`src/rtl/mem_access_unit_pkg.sv`:
```
// rtl/mem_access_unit_pkg.sv - shared load/store encodings, FSM states and alignment helper
package mem_access_unit_pkg;

    localparam logic [2:0] RAM_R_B  = 3'b000;
    localparam logic [2:0] RAM_R_H  = 3'b001;
    localparam logic [2:0] RAM_R_W  = 3'b010;
    localparam logic [2:0] RAM_R_BU = 3'b100;
    localparam logic [2:0] RAM_R_HU = 3'b101;

    localparam logic [1:0] RAM_W_B = 2'b00;
    localparam logic [1:0] RAM_W_H = 2'b01;
    localparam logic [1:0] RAM_W_W = 2'b10;

    typedef enum logic [1:0] {
        ST_IDLE,
        ST_REQ,
        ST_WAIT,
        ST_DONE
    } lsu_state_e;

    // Unknown store widths format as words, so they are checked as words too.
    function automatic logic access_misaligned(input logic we, input logic [2:0] r_op,
                                               input logic [1:0] w_op, input logic [1:0] a);
        logic half;
        logic word;
        half = we ? (w_op == RAM_W_H) : (r_op == RAM_R_H || r_op == RAM_R_HU);
        word = we ? (w_op != RAM_W_B && w_op != RAM_W_H) : (r_op == RAM_R_W);
        return (half && a[0]) || (word && a != 2'b00);
    endfunction

endpackage

```
`src/rtl/lsu_lane_fmt.sv`:
```
// rtl/lsu_lane_fmt.sv - combinational store lane replication/strobes and load extraction/extension
module lsu_lane_fmt
    import mem_access_unit_pkg::*;
(
    input  logic [1:0]  st_op,
    input  logic [1:0]  st_a,
    input  logic [31:0] st_data,
    output logic [31:0] st_wdata,
    output logic [3:0]  st_wstrb,
    input  logic [2:0]  ld_op,
    input  logic [1:0]  ld_a,
    input  logic [31:0] ld_word,
    output logic [31:0] ld_data
);

    logic [7:0]  ld_byte;
    logic [15:0] ld_half;

    always_comb begin
        st_wdata = st_data;
        st_wstrb = 4'b1111;
        case (st_op)
            RAM_W_B: begin
                st_wdata = {4{st_data[7:0]}};
                st_wstrb = 4'b0001 << st_a;
            end
            RAM_W_H: begin
                st_wdata = {2{st_data[15:0]}};
                st_wstrb = st_a[1] ? 4'b1100 : 4'b0011;
            end
            default: ;
        endcase
    end

    always_comb begin
        case (ld_a)
            2'd0:    ld_byte = ld_word[7:0];
            2'd1:    ld_byte = ld_word[15:8];
            2'd2:    ld_byte = ld_word[23:16];
            default: ld_byte = ld_word[31:24];
        endcase
        ld_half = ld_a[1] ? ld_word[31:16] : ld_word[15:0];
        case (ld_op)
            RAM_R_B:  ld_data = {{24{ld_byte[7]}}, ld_byte};
            RAM_R_BU: ld_data = {24'b0, ld_byte};
            RAM_R_H:  ld_data = {{16{ld_half[15]}}, ld_half};
            RAM_R_HU: ld_data = {16'b0, ld_half};
            default:  ld_data = ld_word;
        endcase
    end

endmodule

```
`src/rtl/mem_access_unit.sv`:
```
// rtl/mem_access_unit.sv - load/store FSM on a req/gnt/rvalid bus; LSU_MISALIGN_CHECK_EN enables misalignment trapping
module mem_access_unit
    import mem_access_unit_pkg::*;
#(
    parameter int ADDR_W = 32
) (
    input  logic              cpu_clk,
    input  logic              cpu_rst_n,
    input  logic              req_valid,
    input  logic              req_we,
    input  logic [2:0]        req_r_op,
    input  logic [1:0]        req_w_op,
    input  logic [ADDR_W-1:0] req_addr,
    input  logic [31:0]       req_wdata,
    output logic              stall,
    output logic [31:0]       rdata,
    output logic              misaligned,
    output logic              bus_req,
    output logic              bus_we,
    output logic [ADDR_W-1:0] bus_addr,
    output logic [3:0]        bus_wstrb,
    output logic [31:0]       bus_wdata,
    input  logic              bus_gnt,
    input  logic              bus_rvalid,
    input  logic [31:0]       bus_rdata
);

    lsu_state_e  state;
    logic [2:0]  lat_r_op;
    logic [1:0]  lat_a;
    logic [31:0] st_wdata;
    logic [3:0]  st_wstrb;
    logic [31:0] ld_data;

    lsu_lane_fmt u_lane_fmt (
        .st_op    (req_w_op),
        .st_a     (req_addr[1:0]),
        .st_data  (req_wdata),
        .st_wdata (st_wdata),
        .st_wstrb (st_wstrb),
        .ld_op    (lat_r_op),
        .ld_a     (lat_a),
        .ld_word  (bus_rdata),
        .ld_data  (ld_data)
    );

`ifdef LSU_MISALIGN_CHECK_EN
    logic mis_q;
    assign misaligned = mis_q;
`else
    assign misaligned = 1'b0;
`endif

    // IDLE stalls combinationally so the decoder's own cycle is already held.
    always_comb begin
        stall = 1'b0;
        if (cpu_rst_n) begin
            case (state)
                ST_IDLE:         stall = req_valid;
                ST_REQ, ST_WAIT: stall = 1'b1;
                default:         stall = 1'b0;
            endcase
        end
    end

    always_ff @(posedge cpu_clk) begin
        if (!cpu_rst_n) begin
            state     <= ST_IDLE;
            lat_r_op  <= RAM_R_W;
            lat_a     <= 2'b00;
            bus_req   <= 1'b0;
            bus_we    <= 1'b0;
            bus_addr  <= '0;
            bus_wstrb <= 4'b0;
            bus_wdata <= 32'b0;
            rdata     <= 32'b0;
`ifdef LSU_MISALIGN_CHECK_EN
            mis_q     <= 1'b0;
`endif
        end else begin
            case (state)
                ST_IDLE: begin
                    if (req_valid) begin
                        lat_r_op  <= req_r_op;
                        lat_a     <= req_addr[1:0];
                        bus_we    <= req_we;
                        bus_addr  <= {req_addr[ADDR_W-1:2], 2'b00};
                        bus_wstrb <= req_we ? st_wstrb : 4'b0;
                        bus_wdata <= req_we ? st_wdata : 32'b0;
`ifdef LSU_MISALIGN_CHECK_EN
                        if (access_misaligned(req_we, req_r_op, req_w_op, req_addr[1:0])) begin
                            rdata <= 32'b0;
                            mis_q <= 1'b1;
                            state <= ST_DONE;
                        end else begin
                            bus_req <= 1'b1;
                            state   <= ST_REQ;
                        end
`else
                        bus_req <= 1'b1;
                        state   <= ST_REQ;
`endif
                    end
                end
                ST_REQ: begin
                    if (bus_gnt) begin
                        bus_req <= 1'b0;
                        state   <= bus_we ? ST_DONE : ST_WAIT;
                    end
                end
                ST_WAIT: begin
                    if (bus_rvalid) begin
                        rdata <= ld_data;
                        state <= ST_DONE;
                    end
                end
                default: begin
`ifdef LSU_MISALIGN_CHECK_EN
                    mis_q <= 1'b0;
`endif
                    state <= ST_IDLE;
                end
            endcase
        end
    end

endmodule

```
`config.mk`:
```
export PLATFORM = sky130hd
export DESIGN_NAME = mem_access_unit
export DESIGN_NICKNAME = d
export VERILOG_FILES = /design/src/rtl/mem_access_unit_pkg.sv /design/src/rtl/lsu_lane_fmt.sv /design/src/rtl/mem_access_unit.sv
export SDC_FILE = /design/constraint.sdc
export NUM_CORES = 1
export LEC_CHECK = 0
export ABC_AREA = 1
export BUFFER_PORTS_ARGS = -buffer_cell sky130_fd_sc_hd__clkbuf_2
export CAP_MARGIN = 20
export CORE_MARGIN = 4
export CORE_UTILIZATION = 43
export DETAILED_ROUTE_END_ITERATION = 8
export GPL_TIMING_DRIVEN = 0
export PLACE_DENSITY = 0.77
export SLEW_MARGIN = 20
export SYNTH_ARGS = -nofsm -noshare
export SYNTH_HDL_FRONTEND = slang
export SYNTH_SLANG_ARGS = --single-unit
```
`constraint.sdc`:
```
create_clock -name cpu_clk -period 1.45 [get_ports cpu_clk]
set_clock_uncertainty 0.05 [all_clocks]
set_input_delay 0.0725 -clock cpu_clk [delete_from_list [all_inputs] [get_ports cpu_clk]]
set_output_delay 0.0725 -clock cpu_clk [all_outputs]
set_load 0.03 [all_outputs]
```
---- After elaboration in Yosys (flattened, before gate mapping) ----
Cells that the tools add are included.
Widths: inputs -> output; s select.
operators by class
  eq/ne operators ......................... 11
  shifts and indexed selects .............. 1
  muxes and demuxes ....................... 18
  reductions and logical operators ........ 10
operators by type and width
  cell                 count
  $pmux 32 s4          1
  $pmux 32 s2          1
  $mux 32              1
  $pmux 8 s3           1
  $mux 16              1
  $mux 4               2
  $pmux 4 s2           1
  $eq 2x1->1 const B   3
  $eq 3x3->1 const B   2
  $logic_not 2->1      3
  $mux 2               3
  $ne 2x2->1 const B   3
  $pmux 2 s3           1
  $reduce_and 3->1     2
  $eq 2x2->1 const B   2
  $mux 1               4
  $pmux 1 s2           2
  $reduce_and 2->1     2
  $shl 1x2->4 const A  1
  $eq 3x1->1 const B   1
  $logic_not 3->1      1
  $reduce_bool 2->1    1
  $reduce_or 2->1      1
storage, ports and cells
  bits in registers ....................... 107
  input port bits ......................... 107
  output and inout port bits .............. 104
  word-level logic and storage cells ...... 49

---- Depth between registers and ports, before layout ----
  word-level depth ........................ 4
  mapped depth ............................ 10
  depth with buffers taken out ............ 10

---- Hierarchy ----
A second synthesis with hierarchy kept.
second synthesis, totals
  cells, all modules ...................... 785
  area, all modules ....................... 5,280.1 µm²
by module, submodules not included
  module           times used  cells each  area each (µm²)
  mem_access_unit  1           499         3,848.7
  lsu_lane_fmt     1           286         1,431.4

---- Least setup slack after synthesis ----
No wires, ideal clock.
  path kind ............................... reg2reg
  from .................................... register state[0]
  to ...................................... register bus_wdata[31]
  setup time .............................. 0.128 ns
  data arrival time ....................... 1.359 ns
  required time ........................... 1.272 ns
  slack ................................... -0.086 ns
  cell stages (with the launch flop) ...... 10
  path through ............................ dfxtp_1 > inv_1 > ha_1 > nand2_1 > inv_2 > nand2_2 > buf_2 > nor2_1 > a22oi_1 > nor2_1
between the ends
  longest elaborated chain between the ends .. 2
ends and longest elaborated chain
  what                               RTL line                source
  from (decl)                        mem_access_unit.sv:28   lsu_state_e state;
  from (signal assigned)             mem_access_unit.sv:108  state <= bus_we ? ST_DONE : ST_WAIT;
  $logic_not 2->1                    mem_access_unit.sv:81   case (state)
  $reduce_and 2->1 (no source line)  -
  to (signal assigned)               mem_access_unit.sv:89   bus_wdata <= req_we ? st_wdata : 32'b0;
  to (decl)                          mem_access_unit.sv:22   output logic [31:0] bus_wdata,
Every way passes these cells.
A chain may end at the register's enable or synchronous reset.

---- Worst setup path after layout ----
  from .................................... register state[0]
  to ...................................... output stall
between the ends
  longest elaborated chain between the ends .. 4
  elaborated cells between the ends (all ways) .. 6
  classes of those cells .................. eq/ne: 2; mux: 2; reduce/logical: 2
ends and longest elaborated chain
  what                                             RTL line               source
  $eq 2x2->1 / $eq 2x1->1 (equally long branches)  mem_access_unit.sv:58  case (state)
  $reduce_or 2->1                                  mem_access_unit.sv:58
  $pmux 1 s2 (*)                                   mem_access_unit.sv:58
  $mux 1 (*)                                       mem_access_unit.sv:57  if (cpu_rst_n) begin
  to (decl)                                        mem_access_unit.sv:15  output logic stall,
Every way passes the cells marked *; elsewhere a longest branch is shown, timed or not.

==> results by group <==
Placement
  – RD Place Congestion: 0.881
  – PortBufs: ~210
  – Placed Area: about 5900 um^2
  – HPWL Detailed: roughly 12 mm
  – Pre-CTS setup slack: -0.275 ns
  – Inst Count DP: 1012

Global routing
  – GRT overflow: 0
  – First-pass GRT wire length: 27.1 mm
  – Gr usage total: a little over a quarter
  – Initial antenna violation count: 0
  – Pin count of the biggest net entering global routing: 19
  – Vias in the first global route: 5604

STA
  – Worst Tran Pin Value: 0.557 ns
  – Crit share post-route: 104%
  – # setup viols final: 3
  – RSZ-0062 raised after global routing: true
  – Max Freq: 0.662 GHz
  – Fin Setup TNS: -0.109 ns
  – Minimum hold slack: -0.000361 ns
  – Worst setup margin: -0.0608 ns
  – Max-slew violations: 0
  – Slew headroom: 62.9%
  – Fin. Hold Viols: 1
  – Tmin final: approximately 1.5 ns

Synthesis
  – Synth cell types: 27
  – Most frequent cell after synthesis: nor2_1
  – Share of the synthesized area in the top cell type: 45.8%
  – Avg Cell Area, Syn: 6.99 um^2
  – Commonest cells in the synthesized netlist: 147 x nor2_1, 117 x nand2_1, 107 x dfxtp_1, 87 x o21ai_0, 83 x a21oi_1
  – Mapped Area: 4670 um^2
  – Yosys warns: 0
  – Post-synth ARST share: 0%
  – Post-synth top area cell: dfxtp_1
  – Synth Register Bits: 107
  – Synth Flop Type: dfxtp_1
  – Seq/Total Area, Yosys: 45.8%
  – Largest cells by area after synthesis: dfxtp_1 46%, nor2_1 12%, nand2_1 9.4%
  – EDFF count, synth: 0
  – Cells after Synth: 668

Worst setup path
  – Critical path type: flip-flop to primary output
  – Crit path launch: state[0]
  – Crit start category: flip-flop
  – CP endpoint kind: primary output
  – Crit Path Max Fanout: 4
  – CP max-delay cell: dfxtp_2
  – Cell count of the worst reg-to-reg path: 10
  – R2R Setup Slk: -0.03 ns
  – RR Startpoint: state[1]
  – Most used cell along the critical path: inv_4
  – WP data required: 1.33 ns
  – Arr. time, crit path: 1.39 ns
  – Worst R2R End: state[0]
  – Worst path max stage delay: 0.35 ns
  – Worst-path cell chain: inv_4 -> ha_4 -> nand2_4 -> inv_4 -> o21ai_2 -> nor2_1 -> clkbuf_8

Floorplanning
  – Die Ht: 112 um
  – Core area: around 10000 um^2
  – Die ar.: 12600 um^2
  – Die W: 112 um
  – I/O pin count: 211
  – Row Count: 37
  – Initial Util: 44.7%

Job
  – MaxCap Viol Count: 0

Drt
  – DR iter-0 viols: 474
  – Wirelength, routed: 16.9 mm
  – DRC Markers: 0
  – Avg WL per Cell: ~15 um
  – Vias per std cell: 5.06
  – Post-route ant nets: 0
  – Vias: 5611
  – Drt first pass iters: 5

Power and ir drop
  – Peak supply drop: 0.000662 V
  – LEAKAGE: around 3.4 nW
  – PwrDens: 1500 nW/um^2

Clock network
  – Insertion delay to the later sink of the worst-skew pair: ~0.37 ns
  – # clock sinks: 107
  – CTS tree: built
  – CTS buffer count: 9
  – H-tree depth: 3
  – Root buf cell: clkbuf_8
  – Reg clk slew, reported paths: approximately 0.10 ns
  – Longest Clk Path Bufs: 2

Worst hold path
  – HP Class: primary input to flip-flop
  – Hold path cells: 3
  – Hold endpoint: lat_a[0]
  – Min-delay src: req_addr[0]

Layout
  – Post-route cell area: 7090 um^2
  – Cell Count, Final, Fillers Out: 1109
  – Nets: roughly 1100
  – Area Growth Syn to Fin: 51.7%
  – Antenna diodes: 0
  – Filler instances: 912
  – Share of layout cells above drive strength 1: 30.9%

Status
  – Status: finished, violations left
  – Failing checks: negative hold slack, negative setup slack
## state kept, by name (all words and copies together), names as in the netlist
| register | count |
|---|---|
| bus_addr | 30 |
| bus_req | 1 |
| bus_wdata | 32 |
| bus_we | 1 |
| bus_wstrb | 4 |
| lat_a | 2 |
| lat_r_op | 3 |
| rdata | 32 |
| state | 2 |
## cells by family after synthesis
logic type               Yosys count  share of synthesized area (%)
AO/OA/AOI/OAI                    193                           22.0
flip-flops                       107                           45.8
buffers and inverters             78                           7.18
other                              1                         0.0803
AND/OR/NAND/NOR                  285                           23.8
adder cells (fa/ha/maj)            4                           1.07
## worst max-delay path by stage
stage | endpoint | slack (ns) | depth (start not counted)
2_1_floorplan | rdata[7] | 0.006 | 8
3_3_place_gp | lat_a[1] | -0.25 | 7
6_report | stall | -0.06 | 7
5_1_grt | stall | -0.15 | 7
3_5_place_dp | rdata[15] | -0.27 | 9
4_1_cts | stall | -0.12 | 7
## placed cells by master (no fill, tap or decap), types with 2 or more instances in the layout
master / synthesis / layout
o21ai_2: 0 / 5
clkbuf_1: 24 / 14
dlygate4sd3_1: 0 / 70
ha_1: 4 / 2
a21oi_2: 0 / 2
o21ai_1: 0 / 5
clkbuf_4: 0 / 4
buf_6: 1 / 6
inv_1: 31 / 27
nand2_2: 3 / 3
o211ai_1: 2 / 2
a21oi_1: 83 / 81
buf_8: 0 / 2
or2_2: 2 / 2
nor2_4: 1 / 4
clkbuf_8: 0 / 10
inv_4: 0 / 4
conb_1: 1 / 3
dfxtp_1: 107 / 101
clkinvlp_4: 0 / 3
o22ai_1: 3 / 3
o21ai_0: 87 / 77
clkbuf_2: 0 / 207
nand2_1: 117 / 113
inv_2: 5 / 4
buf_4: 6 / 18
nor2_2: 2 / 3
nand4_1: 2 / 2
buf_2: 10 / 6
nor2_1: 147 / 143
a22oi_1: 14 / 14
nand2_4: 0 / 4
dfxtp_2: 0 / 5
nand3_1: 11 / 11
## report_power, final
group          leakage, nW  total (mW)  internal [mW]  switching [mW]
sequential           0.877        3.85           3.52           0.332
clock               0.0938        1.87          0.811            1.06
combinational         2.45        4.90           1.72            3.18
total                 3.42        10.6           6.05            4.57
## final cells by class
cell class                 count  area [um^2]  area share [%]
timing repair buffer         288         1840            26.0
clock buffer                   9          124            1.75
inverter                      36          149            2.10
clock inverter                 6         73.8            1.04
sequential                   107         2150            30.4
buffer                        42          277            3.90
multi-input combinational    485         2300            32.4
tap                          136          170            2.40
## worst max-delay path: cells and delay by family, from the launching register on
kind / cells / cell delay, ns
flops: 1 / 0.35
buf+inv: 3 / 0.32
simple gates: 2 / 0.18
fa+ha+maj: 1 / 0.14
compound gates: 1 / 0.05
## what timing repair did
action                     4_1_cts  5_1_grt
setup endpoints to repair      106      100
setup buffers                   10        2
hold buffers                    70        0
gates resized for setup         36       54
hold endpoints to repair        71        0
pin swaps                        5        8
## metal layers
metal  global-route usage [%]  vias to the layer above  share of wire, %
li1                         -                     2782                 -
met1                     30.8                     2477                39
met2                     44.8                      296                48
met3                     6.36                       56               8.2
met4                     11.3                        0               4.0
met5                        0                        -                 0
## through the flow
| step | power [mW] | util [%] |
|---|---|---|
| 6_report | 10.6 | 67.7 |
| 3_3_place_gp | 7.98 | 56.4 |
| 3_5_place_dp | 8.02 | 56.4 |
| 5_1_grt | 11.3 | 67.7 |
| 2_1_floorplan | 6.76 | - |
| 4_1_cts | 10.4 | 66.5 |
Note: power is estimated with default switching activity, not from simulation.
